`src/rtl/pipeline_hazard_ctrl_pkg.sv`:
```
// Shared types for the pipeline hazard controller:
// shadow stage records, FSM encodings and the RAW match helper.
package pipeline_hazard_ctrl_pkg;

  localparam int REG_ADDR_W = 2;

  typedef logic [REG_ADDR_W-1:0] reg_addr_t;

  typedef struct packed {
    logic      valid;
    logic      writes;
    reg_addr_t dest;
    logic      is_load;
    logic      is_halt;
  } stage_rec_t;

  typedef enum logic [1:0] {
    RUN    = 2'd0,
    DRAIN  = 2'd1,
    HALTED = 2'd2
  } ctrl_state_t;

  function automatic logic src_hit(
    input stage_rec_t s,
    input logic       use_rs,
    input reg_addr_t  rs,
    input logic       use_rt,
    input reg_addr_t  rt
  );
    return s.valid & s.writes &
           ((use_rs & (rs == s.dest)) |
            (use_rt & (rt == s.dest)));
  endfunction

endpackage

```
`src/rtl/hazard_stage_rec.sv`:
```
// One registered shadow record of an in-flight instruction.
// A clear loads an invalid (all-zero) record, i.e. a bubble.
module hazard_stage_rec
  import pipeline_hazard_ctrl_pkg::*;
(
  input  logic       clk,
  input  logic       reset_n,
  input  logic       clr,
  input  stage_rec_t d,
  output stage_rec_t q
);

  always_ff @(posedge clk or negedge reset_n) begin
    if (!reset_n) begin
      q <= '0;
    end else if (clr) begin
      q <= '0;
    end else begin
      q <= d;
    end
  end

endmodule

```
`src/rtl/pipeline_hazard_ctrl.sv`:
```
// Stall/flush/bubble control, halt drain FSM and retire counter
// for the 5-stage 16-bit pipeline.
module pipeline_hazard_ctrl
  import pipeline_hazard_ctrl_pkg::*;
#(
  parameter bit FORWARDING = 1'b1,
  parameter int CNT_W      = 16
) (
  input  logic             clk,
  input  logic             reset_n,
  input  logic             id_valid,
  input  logic [1:0]       id_rs,
  input  logic [1:0]       id_rt,
  input  logic             id_uses_rs,
  input  logic             id_uses_rt,
  input  logic             id_writes_reg,
  input  logic [1:0]       id_dest,
  input  logic             id_is_load,
  input  logic             id_is_jump,
  input  logic             id_is_halt,
  input  logic             ex_branch_taken,
  output logic             pc_write,
  output logic             if_id_write,
  output logic             if_id_flush,
  output logic             id_ex_bubble,
  output logic             is_halted,
  output logic [CNT_W-1:0] num_inst
);

  stage_rec_t  id_rec;
  stage_rec_t  ex_rec;
  stage_rec_t  mem_rec;
  stage_rec_t  wb_rec;
  ctrl_state_t state;
  ctrl_state_t state_nx;

  logic hit_ex;
  logic hit_mem;
  logic hit_wb;
  logic stall;
  logic do_branch;
  logic do_stall;
  logic do_halt;
  logic do_jump;
  logic advance;
  logic unused_rec;

  logic [CNT_W-1:0] cnt;

  assign id_rec = '{
    valid:   id_valid,
    writes:  id_writes_reg,
    dest:    id_dest,
    is_load: id_is_load,
    is_halt: id_is_halt
  };

  hazard_stage_rec u_ex (
    .clk     (clk),
    .reset_n (reset_n),
    .clr     (~advance),
    .d       (id_rec),
    .q       (ex_rec)
  );

  hazard_stage_rec u_mem (
    .clk     (clk),
    .reset_n (reset_n),
    .clr     (1'b0),
    .d       (ex_rec),
    .q       (mem_rec)
  );

  hazard_stage_rec u_wb (
    .clk     (clk),
    .reset_n (reset_n),
    .clr     (1'b0),
    .d       (mem_rec),
    .q       (wb_rec)
  );

  assign unused_rec = wb_rec.is_load;

  assign hit_ex  = src_hit(ex_rec, id_uses_rs, id_rs,
                           id_uses_rt, id_rt);
  assign hit_mem = src_hit(mem_rec, id_uses_rs, id_rs,
                           id_uses_rt, id_rt);
  assign hit_wb  = src_hit(wb_rec, id_uses_rs, id_rs,
                           id_uses_rt, id_rt);

  // Without forwarding the regfile has no write-through, so WB counts too.
  assign stall = FORWARDING
    ? (id_valid & hit_ex & ex_rec.is_load)
    : (id_valid & (hit_ex | hit_mem | hit_wb));

  assign do_branch = ex_branch_taken;
  assign do_stall  = stall & ~ex_branch_taken;
  assign do_halt   = id_valid & id_is_halt &
                     ~ex_branch_taken & ~stall;
  assign do_jump   = id_valid & id_is_jump & ~id_is_halt &
                     ~ex_branch_taken & ~stall;

  always_ff @(posedge clk or negedge reset_n) begin
    if (!reset_n) begin
      state <= RUN;
    end else begin
      state <= state_nx;
    end
  end

  always_comb begin
    state_nx = state;
    unique case (state)
      RUN:    if (do_halt) state_nx = DRAIN;
      DRAIN:  if (wb_rec.valid & wb_rec.is_halt) state_nx = HALTED;
      HALTED: state_nx = HALTED;
      default: state_nx = RUN;
    endcase
  end

  always_comb begin
    pc_write     = 1'b1;
    if_id_write  = 1'b1;
    if_id_flush  = 1'b0;
    id_ex_bubble = 1'b0;
    advance      = 1'b0;
    if (reset_n) begin
      unique case (state)
        RUN: begin
          unique case (1'b1)
            do_branch: begin
              if_id_flush  = 1'b1;
              id_ex_bubble = 1'b1;
            end
            do_stall: begin
              pc_write     = 1'b0;
              if_id_write  = 1'b0;
              id_ex_bubble = 1'b1;
            end
            do_halt: begin
              pc_write    = 1'b0;
              if_id_flush = 1'b1;
              advance     = 1'b1;
            end
            do_jump: begin
              if_id_flush = 1'b1;
              advance     = 1'b1;
            end
            default: advance = id_valid;
          endcase
        end
        DRAIN: begin
          pc_write     = 1'b0;
          if_id_write  = 1'b0;
          id_ex_bubble = 1'b1;
        end
        HALTED: begin
          pc_write    = 1'b0;
          if_id_write = 1'b0;
        end
        default: begin
          pc_write = 1'b1;
        end
      endcase
    end
  end

  assign is_halted = (state == HALTED);

  always_ff @(posedge clk or negedge reset_n) begin
    if (!reset_n) begin
      cnt <= '0;
    end else if (wb_rec.valid && state != HALTED) begin
      cnt <= cnt + 1'b1;
    end
  end

  assign num_inst = cnt;

endmodule

```
`config.mk`:
```
export PLATFORM = sky130hd
export DESIGN_NAME = pipeline_hazard_ctrl
export DESIGN_NICKNAME = d
export VERILOG_FILES = /design/src/rtl/pipeline_hazard_ctrl_pkg.sv /design/src/rtl/hazard_stage_rec.sv /design/src/rtl/pipeline_hazard_ctrl.sv
export SDC_FILE = /design/constraint.sdc
export NUM_CORES = 1
export LEC_CHECK = 0
export BUFFER_PORTS_ARGS = -buffer_cell sky130_fd_sc_hd__buf_2
export CAP_MARGIN = 30
export CORE_AREA = 2 2 65 67
export CTS_BUF_LIST = sky130_fd_sc_hd__clkbuf_4 sky130_fd_sc_hd__clkbuf_8 sky130_fd_sc_hd__clkbuf_16
export CTS_CLUSTER_DIAMETER = 200
export DETAILED_ROUTE_END_ITERATION = 6
export DIE_AREA = 0 0 67 69
export GPL_TIMING_DRIVEN = 0
export SLEW_MARGIN = 10
export SYNTH_ARGS = -nofsm -noshare
export SYNTH_HDL_FRONTEND = slang
export SYNTH_SLANG_ARGS = --single-unit
```
`constraint.sdc`:
```
create_clock -name clk -period 2.5 [get_ports clk]
set_input_delay 0.375 -clock clk [delete_from_list [all_inputs] [get_ports clk]]
set_output_delay 0.375 -clock clk [all_outputs]
set_load 0.02 [all_outputs]
```
==> results by group <==
Clock tree
  – CTS Hold Bufs: 0
  – Clock sinks: 28
  – Worst-Skew Late Latency: 0.27 ns
  – Clock root buffer: clkbuf_8
  – CTS tree: yes
  – H-tree depth: 1
  – Max clock buf depth: 2
  – Num CTS Buffers: 3
  – Reg clk slew, reported paths: ~0.09 ns
  – Post_cts resized: 0
  – Post-CTS Setup Bufs: 0

GRT
  – Remaining Overflow, GRT: 0
  – Largest net degree at the start of global routing: 35
  – Vias in the first global route: 939
  – Global Route Usage Sum: 0.112
  – Initial antenna violation count: 0
  – First-pass GRT wire length: 4080 um

Route
  – Final ANT Viol Nets: 0
  – # DRC: 0
  – DRT Pass-1 Iters: 4
  – First DRT Iteration DRCs: 23
  – Vias per inst: 4.80
  – Avg WL per Cell: ~12 um
  – DR vias: 960
  – Routed Wire Length: roughly 2400 um

Critical path
  – Worst EP arrival: between 1.5 and 2 ns
  – Startpoint types: flop
  – Crit Path Class: flop to output port
  – CP Data Required Time: about 2.1 ns
  – CP endpoint kind: output port
  – Crit path max-delay family: flip-flops
  – Slowest stage cell, crit path: dfrtp_1
  – Worst path max stage delay: ~0.4 ns
  – Critical path buffers and inverters: 2
  – Cell Chain, Critical Path: inv_1 > ha_1 > nand2_1 > a31oi_1 > o21ai_0 > buf_2
  – Crit path max fanout: 8

Place
  – Dpl cell area: between 1500 and 2000 um2
  – Hpwl dp: roughly 1900 um
  – Dpl ws: between 0.6 and 0.7 ns
  – I/O Buffers: 36
  – RePlAce Congestion: approximately 0.69

STA
  – Fin. max-slew vios: 0
  – Actual slew at the worst max-slew pin: just under 0.7 ns
  – Setup TNS: 0 ns
  – Final setup vio count: 0
  – Fin crit period: between 2 and 2.5 ns
  – Final hold viol count: 0
  – Rel. slew slack: 0.548
  – WHS: 0.127 ns
  – Fmax: about 0.48 GHz
  – Final WS setup: approximately 0.4 ns
  – Unrepaired setup endpoints after global routing: no
  – Worst Clk Skew: approximately 0.0079 ns
  – Fin crit share: 0.841

Die
  – Starting Density: 0.338
  – DIE HEIGHT: roughly 70 um
  – I/O Pins: 37
  – Core ar.: between 3000 and 4000 um2
  – Row count: 23
  – Die Wd: approximately 67 um
  – Die ar.: between 4000 and 5000 um2

Synth
  – Mapped Cells: 110
  – Ys flop type: dfrtp_1
  – Yosys top cell area share: 0.530
  – YS warnings: 0
  – Synthesized Nets: between 100 and 150
  – Syn Area/Cell: around 12 um2
  – FF+latch count, synth: 28
  – Synth area leader: dfrtp_1
  – Top-count cell post-synth: dfrtp_1
  – Commonest cells post-synth: 28 x dfrtp_1, 16 x xnor2_1, 10 x nand2_1, 7 x nand3_1
  – Post-synth ARST share: 1.00
  – Sequential area share after synthesis: 0.530
  – Synth unique cells: 27
  – Post-Syn Area: about 1300 um2
  – Synth area leaders: dfrtp_1 53%, xnor2_1 11%, ha_1 4.7%, nor4b_1 3.3%, nand2_1 2.8%
  – Post-synth EDFFs: 0

Power and ir drop
  – Peak supply drop: approximately 0.36 mV
  – Power per cell area: between 700 and 800 nW/um2
  – Leak: just over 0.8 nW

Cells and area
  – Layout cell share with drive strength beyond 1: 0.340
  – Final instance area: between 1500 and 2000 um2
  – Final net count: ~170
  – Area Overhead vs Synth: 23.7%
  – ANT cells: 0

Run status
  – Outcome: complete, no violations

Job
  – Total of max-cap violations: 0

Min path
  – Hold WC Path Type: input pin to async pin
==> placed cells by master, fill, tap and decap left out, drive strengths merged <==
cell	n
ha	5
nand3	7
dfrtp	28
xnor2	16
or3	1
nor2b	2
o2111ai	1
nand2b	1
nor4b	5
nor2	4
a21boi	1
buf	36
nand2	10
bufinv	1
and4	1
nand4	4
nor4	1
clkbuf	3
inv	3
nand4b	1
xor2	3
o21ai	3
and3	2
nor3	3
mux2	3
a31oi	3
a21oi	2
==> routing by layer <==
layer  vias to the layer above  track usage  wire (um)
met3                         0       0.0392        175
met1                       457        0.130       1050
met5                         -            0          0
met4                         0       0.0136          0
met2                        34        0.199       1180
li1                        469            -          -
==> stage by stage <==
stage	power [mW]	util	instances
2_1_floorplan	0.832	-	110
3_3_place_gp	0.942	0.400	196
3_5_place_dp	0.965	0.400	196
4_1_cts	1.32	0.418	200
5_1_grt	1.38	0.418	200
6_report	1.30	0.418	200
==> final timing paths <==
check	startpoint	to	slack [ns]	cells after the start
setup / recovery	state[0]$_DFFE_PN0P_	pc_write	0.40	6
hold / removal	reset_n	num_inst[6]$_DFFE_PN0P_	0.13	1
setup reg to reg	state[1]$_DFFE_PN0P_	state[0]$_DFFE_PN0P_	0.72	6
hold reg to reg	u_mem.q[5]$_DFF_PN0_	u_wb.q[5]$_DFF_PN0_	0.35	0
max in group asynchronous	reset_n	u_ex.q[1]$_DFF_PN0_	1.92	1
min in group clk	u_mem.q[5]$_DFF_PN0_	u_wb.q[5]$_DFF_PN0_	0.35	0
==> registers in the layout, indices dropped and copies added (netlist names) <==
register,flops
num_inst,16
u_ex.q,6
state,2
u_mem.q,2
u_wb.q,2
==> layout make-up <==
type / instances / area [um2]
Multi-Input combinational cell: 79 / 611
Inverter: 3 / 11.3
Timing Repair Buffer: 36 / 180
Tap cell: 50 / 62.6
Clock inverter: 1 / 30.0
Clock buffer: 3 / 41.3
Fill cell: 403 / 2280
Sequential cell: 28 / 701
==> power by group <==
group	leakage (nW)	total (mW)	internal (mW)	switching, mW
clock network	0.0357	0.347	0.214	0.133
registers	0.383	0.545	0.501	0.0443
logic	0.395	0.408	0.172	0.235
total	0.813	1.30	0.887	0.413
==> cell families after synthesis <==
| logic type | Yosys count | share of synthesized area |
|---|---|---|
| AOI/OAI and AO/OA | 10 | 0.0501 |
| xor gates and xnor gates | 19 | 0.126 |
| adders and majority gates | 5 | 0.0473 |
| buffers and inverters | 3 | 0.00851 |
| DFF | 28 | 0.530 |
| muxes | 3 | 0.0255 |
| and+or+nand+nor | 42 | 0.213 |
Note: power is estimated with default switching activity, not from simulation.
